$ cat src/rtl/mips_core_pkg.sv
// Shared definitions for the MIPS core slice.
//   hc_state_t : hazard controller FSM encoding (RUN / PEND_REDIRECT)
//   REG_ZERO   : architectural zero register number; never a hazard source
package mips_core_pkg;

    typedef enum logic [0:0] {
        HC_RUN           = 1'b0,
        HC_PEND_REDIRECT = 1'b1
    } hc_state_t;

    localparam logic [4:0] REG_ZERO = 5'd0;

endpackage

$ cat src/rtl/hazard_controller_sat_counter.sv
// Saturating up-counter used for hazard performance statistics.
//   clk   : clock
//   rst_n : synchronous reset, active low (clears count)
//   inc   : add one this cycle (ignored once count is all-ones)
//   count : current value, holds at all-ones instead of wrapping
module sat_counter #(
    parameter int unsigned W = 32
) (
    input  logic         clk,
    input  logic         rst_n,
    input  logic         inc,
    output logic [W-1:0] count
);

    always_ff @(posedge clk) begin
        if (!rst_n) begin
            count <= '0;
        end else if (inc && (count != '1)) begin
            count <= count + 1'b1;
        end
    end

endmodule

$ cat src/rtl/hazard_controller.sv
// Hazard controller: turns d-cache miss, i-cache miss, load-use and branch
// mispredict conditions into stall/flush controls for the pc register and
// the i2d/d2e/e2m/m2w pipeline registers, plus a pc redirect.
//   clk, rst_n                 : clock, synchronous active-low reset
//   ic_miss, dc_miss           : cache miss indications for this cycle
//   dec_uses_rs/rt, dec_*_addr : source operands of the decode instruction
//   ex_valid, ex_is_load,
//   ex_rw_addr                 : instruction in EX and its destination
//   ex_mispredict,
//   ex_recovery_target         : branch resolution from EX
//   *_stall / *_flush          : per-register hold / bubble controls
//   pc_redirect, redirect_target : load pc with redirect_target
//   cnt_*                      : saturating per-cause cycle counters
// A mispredict that arrives while fetch is blocked by an i-cache miss is
// parked in pend_target and issued once fetch frees up.
module hazard_controller
    import mips_core_pkg::*;
#(
    parameter int unsigned ADDR_W = 32,
    parameter int unsigned CNT_W  = 32
) (
    input  logic              clk,
    input  logic              rst_n,
    input  logic              ic_miss,
    input  logic              dc_miss,
    input  logic              dec_uses_rs,
    input  logic [4:0]        dec_rs_addr,
    input  logic              dec_uses_rt,
    input  logic [4:0]        dec_rt_addr,
    input  logic              ex_valid,
    input  logic              ex_is_load,
    input  logic [4:0]        ex_rw_addr,
    input  logic              ex_mispredict,
    input  logic [ADDR_W-1:0] ex_recovery_target,
    output logic              pc_stall,
    output logic              i2d_stall,
    output logic              d2e_stall,
    output logic              e2m_stall,
    output logic              m2w_stall,
    output logic              i2d_flush,
    output logic              d2e_flush,
    output logic              e2m_flush,
    output logic              m2w_flush,
    output logic              pc_redirect,
    output logic [ADDR_W-1:0] redirect_target,
    output logic [CNT_W-1:0]  cnt_dc_stall,
    output logic [CNT_W-1:0]  cnt_ic_stall,
    output logic [CNT_W-1:0]  cnt_ld_use,
    output logic [CNT_W-1:0]  cnt_mispredict
);

    hc_state_t         state, state_next;
    logic [ADDR_W-1:0] pend_target, pend_target_next;
    logic              load_use;
    logic              inc_dc, inc_ic, inc_ld, inc_mp;

    // Register 0 is hard-wired, so a load targeting it never blocks decode.
    always_comb begin
        load_use = ex_valid && ex_is_load && (ex_rw_addr != REG_ZERO) &&
                   ((dec_uses_rs && (dec_rs_addr == ex_rw_addr)) ||
                    (dec_uses_rt && (dec_rt_addr == ex_rw_addr)));
    end

    // Priority decision; first matching cause owns the whole cycle.
    always_comb begin
        pc_stall         = 1'b0;
        i2d_stall        = 1'b0;
        d2e_stall        = 1'b0;
        e2m_stall        = 1'b0;
        m2w_stall        = 1'b0;
        i2d_flush        = 1'b0;
        d2e_flush        = 1'b0;
        e2m_flush        = 1'b0;
        m2w_flush        = 1'b0;
        pc_redirect      = 1'b0;
        redirect_target  = '0;
        state_next       = state;
        pend_target_next = pend_target;
        inc_dc           = 1'b0;
        inc_ic           = 1'b0;
        inc_ld           = 1'b0;
        inc_mp           = 1'b0;

        if (!rst_n) begin
            i2d_flush = 1'b1;
            d2e_flush = 1'b1;
            e2m_flush = 1'b1;
            m2w_flush = 1'b1;
        end else if (dc_miss) begin
            // Branch in EX is frozen too; its mispredict is seen again later.
            pc_stall  = 1'b1;
            i2d_stall = 1'b1;
            d2e_stall = 1'b1;
            e2m_stall = 1'b1;
            m2w_flush = 1'b1;
            inc_dc    = 1'b1;
        end else if (ex_valid && ex_mispredict) begin
            i2d_flush = 1'b1;
            d2e_flush = 1'b1;
            inc_mp    = 1'b1;
            if (ic_miss) begin
                pc_stall         = 1'b1;
                inc_ic           = 1'b1;
                pend_target_next = ex_recovery_target;
                state_next       = HC_PEND_REDIRECT;
            end else begin
                pc_redirect     = 1'b1;
                redirect_target = ex_recovery_target;
            end
        end else if (state == HC_PEND_REDIRECT) begin
            i2d_flush = 1'b1;
            if (ic_miss) begin
                pc_stall = 1'b1;
                inc_ic   = 1'b1;
            end else begin
                pc_redirect     = 1'b1;
                redirect_target = pend_target;
                state_next      = HC_RUN;
            end
        end else if (load_use) begin
            pc_stall  = 1'b1;
            i2d_stall = 1'b1;
            d2e_flush = 1'b1;
            inc_ld    = 1'b1;
        end else if (ic_miss) begin
            pc_stall  = 1'b1;
            i2d_flush = 1'b1;
            inc_ic    = 1'b1;
        end
    end

    always_ff @(posedge clk) begin
        if (!rst_n) begin
            state       <= HC_RUN;
            pend_target <= '0;
        end else begin
            state       <= state_next;
            pend_target <= pend_target_next;
        end
    end

    sat_counter #(.W(CNT_W)) u_cnt_dc (
        .clk(clk), .rst_n(rst_n), .inc(inc_dc), .count(cnt_dc_stall)
    );
    sat_counter #(.W(CNT_W)) u_cnt_ic (
        .clk(clk), .rst_n(rst_n), .inc(inc_ic), .count(cnt_ic_stall)
    );
    sat_counter #(.W(CNT_W)) u_cnt_ld (
        .clk(clk), .rst_n(rst_n), .inc(inc_ld), .count(cnt_ld_use)
    );
    sat_counter #(.W(CNT_W)) u_cnt_mp (
        .clk(clk), .rst_n(rst_n), .inc(inc_mp), .count(cnt_mispredict)
    );

endmodule
$ cat config.mk
export PLATFORM = sky130hd
export DESIGN_NAME = hazard_controller
export DESIGN_NICKNAME = d
export VERILOG_FILES = /design/src/rtl/mips_core_pkg.sv /design/src/rtl/hazard_controller_sat_counter.sv /design/src/rtl/hazard_controller.sv
export SDC_FILE = /design/constraint.sdc
export NUM_CORES = 1
export LEC_CHECK = 0
export BUFFER_PORTS_ARGS = -buffer_cell sky130_fd_sc_hd__buf_2
export CELL_PAD_IN_SITES_DETAIL_PLACEMENT = 0
export CELL_PAD_IN_SITES_GLOBAL_PLACEMENT = 2
export CORE_MARGIN = 2
export CORE_UTILIZATION = 30
export CTS_CLUSTER_DIAMETER = 120
export CTS_CLUSTER_SIZE = 30
export DETAILED_ROUTE_END_ITERATION = 6
export PLACE_DENSITY = 0.87
export SLEW_MARGIN = 20
export SYNTH_ARGS = -nofsm -noshare
export SYNTH_HDL_FRONTEND = slang
export SYNTH_SLANG_ARGS = --single-unit
$ cat constraint.sdc
create_clock -name clk -period 7.4 [get_ports clk]
set_input_delay 1.85 -clock clk [delete_from_list [all_inputs] [get_ports clk]]
set_output_delay 1.85 -clock clk [all_outputs]
set_load 0.02 [all_outputs]
==> metrics.md <==
| Metric | Value |
|---|---|
| Status | `finished, violations left` |
| Failing checks | `design-rule violations` |
| Clk sink count | `about 160` |
| Req. time, crit path | `5.55 ns` |
| Rows | `59` |
| Critical path class | `in2out` |
| Num CTS Buffers | `17` |
| Nets | `~1300` |
| GRT Total Usage | `between 10% and 20%` |
| CTS tree | `built` |
| Post-CTS sizing | `0` |
| Via count | `8014` |
| Path depth of the worst reg2reg path | `7` |
| Worst skew pair latency | `0.42 ns` |
| Post-CTS Hold Buffers | `0` |
| Reg clk slew, reported paths | `~0.07 ns` |
| Largest net degree at the start of global routing | `75` |
| Critical path arrival | `3.39 ns` |
| Peak VDD IR | `around 0.1 mV` |
| Fin crit period | `between 5 and 6 ns` |
| Max FO, Critical Path | `4` |
| Synthesized instance count | `around 1000` |
| WL final | `24400 µm` |
| Worst Max-Slew Pin Slew | `roughly 0.84 ns` |
| Vias per cell | `around 5.2` |
| Ys async rst share | `0%` |
| Vias in the first global route | `~7400` |
| Critical path's slowest cell | `or3_1` |
| Mapped cell area | `approximately 0.0080 mm²` |
| Seq/Total Area, Yosys | `40.3%` |
| Synth cell count leaders | `dfxtp_1 (161), nand2_1 (134), nor2_1 (100)` |
| Buf/Inv on CP | `2` |
| P_leak | `3.84 nW` |
| Final setup viols | `0` |
| I/O Pins | `226` |
| Hold Fails Final Rpt | `0` |
| Syn Area/Cell | `~8 µm²` |
| IO Port Bufs | `between 200 and 250` |
| First-pass GRT wire length | `39200 µm` |
| Slew HR | `a little over two fifths` |
| Hold Path Cell Cnt | `2` |
| Crit-path most repeated cell | `buf_2` |
| Clk_skew | `0.0123 ns` |
| Startpoint Class | `input port` |
| Setup Buffers After CTS | `0` |
| Family with the most delay on the worst path | `simple AND/OR/NAND/NOR gates` |
| Crit end category | `output port` |
| Per-cell routed wire length | `15.8 µm` |
| Most frequent cell after synthesis | `dfxtp_1` |
| Starting Density | `30.6%` |
| ANT nets after route | `0` |
| Synth top area share | `between 40% and 50%` |
| Worst path depth | `7` |
| Core area | `around 0.026 mm²` |
| Die area | `approximately 0.028 mm²` |
| # DRC | `14` |
| H-tree depth | `4` |
| Die Span Y | `167 µm` |
| Width of the die | `~170 µm` |
| Ys Warns | `0` |
| Utilization after layout | `a little under two fifths` |
| Cells along the critical path | `buf_2, or3_1, o311a_1, nand2_1, nor2_1, o31a_1, buf_2` |
| PwrDens | `roughly 190 mW/mm²` |
| Critical Path Max Stage Delay | `approximately 0.36 ns` |
| Synth Register Bits | `between 150 and 200` |
| RSZ-0062 raised after global routing | `no` |
| Max cap viols | `0` |
| Syn Nets | `1065` |
| Hold WC Path Type | `reg2reg` |
| Top cells by area, synth | `dfxtp_1 (40%), nand2_1 (6.3%), a21oi_1 (5.6%)` |
| Slew Viols, Final | `0` |
| Clk root buf | `clkbuf_16` |
| Synth cell types | `58` |
| Share of cells above drive strength 1 | `between 20% and 30%` |
| GPL Wtd Cong | `between 0.7 and 0.8` |
| Period utilisation layout | `70.8%` |
| Max Root-Sink Buffers | `2` |
| Fmax | `0.191 GHz` |
| EDFF count, synth | `0` |
| Final HPWL DP | `approximately 17000 µm` |
| TNS Setup | `0 ns` |
| Main flop type after synthesis | `dfxtp_1` |
| Initial antenna violation count | `2` |
| Synthesis-to-finish area growth | `25.1%` |
| Gr ovfl total | `0` |
| Yosys top cell by area | `dfxtp_1` |
| Drt pass-1 iters | `7` |
| Iteration-0 DRC Markers | `between 400 and 500` |
==> power by group <==
| part | internal (mW) | switching [mW] |
|---|---|---|
| sequential | 0.872 | 0.00450 |
| clock | 0.598 | 0.377 |
| combinational | 0.0320 | 0.0651 |
==> flip-flops by register name, summed over array words and instances (netlist names) <==
register        cells
u_cnt_ic.count     32
u_cnt_ld.count     32
pend_target        32
state               1
u_cnt_mp.count     32
u_cnt_dc.count     32
==> worst min-delay path: stages, from the launching register on <==
cell	delay, ns
dfxtp_1	0.31
nand2_1	0.05
a21oi_1	0.05
==> cell usage in the layout (no fill, tap or decap), types with 12 or more instances in the layout <==
master / instances
mux2i_1: 16
nand4_1: 47
clkbuf_16: 17
xor2_1: 39
nand3_1: 54
xnor2_1: 19
and3_1: 21
nand2_1: 133
a21oi_1: 90
o21ai_0: 38
or4_1: 28
a22oi_1: 32
nor2_1: 99
or3_1: 32
o31ai_1: 24
buf_2: 224
dfxtp_1: 161
nor4_1: 13
and4_1: 12
==> final cells by class <==
| cell class | instances | area (µm²) |
|---|---|---|
| well taps | 335 | 419 |
| fillers | 2762 | 16100 |
| inverters | 11 | 43.8 |
| clock buffers | 17 | 425 |
| clock inverters | 13 | 208 |
| multi-input cells | 771 | 4500 |
| diodes | 2 | 5.00 |
| repair buffers | 233 | 1190 |
| flip-flops and latches | 161 | 3220 |
==> path summary, 6_finish.rpt <==
check,slack (ns),end,startpoint
max,2.16,pc_stall,ex_rw_addr[0]
min,0.45,pend_target[3],pend_target[3]
max reg2reg,4.64,u_cnt_ic.count[27],u_cnt_ic.count[12]
min reg2reg,0.45,pend_target[3],pend_target[3]
==> metrics by stage <==
stage	area [µm²]	hold WS (ns)	worst slack [ns]	power [mW]	cells
after floorplan	8000	0.436	2.39	0.952	1005
after global placement	9370	0.441	2.18	0.995	1511
after detailed placement	9370	0.447	2.17	0.995	1511
after CTS	10000	0.457	2.16	1.98	1541
after global routing	10000	0.477	2.05	2.01	1542
final	10000	0.455	2.16	1.95	1543
==> kinds of logic after synthesis <==
group	after synthesis	share of synthesized area, %
AO/OA/AOI/OAI	210	16.2
XOR/XNOR	58	6.35
adder cells (fa/ha/maj)	4	0.626
buffers and inverters	73	3.66
flip-flops	161	40.3
multiplexers	16	2.00
other	1	0.0469
AND/OR/NAND/NOR	482	30.8
==> per-layer routing <==
| metal | GRT usage, % | vias to the layer above | wire (µm) |
|---|---|---|---|
| li1 | - | 4035 | - |
| met1 | 21.9 | 3816 | 11200 |
| met2 | 28.3 | 148 | 11700 |
| met3 | 4.02 | 15 | 1190 |
| met4 | 4.50 | 0 | 304 |
| met5 | 0 | - | 0 |
Note: power is estimated with default switching activity, not from simulation.
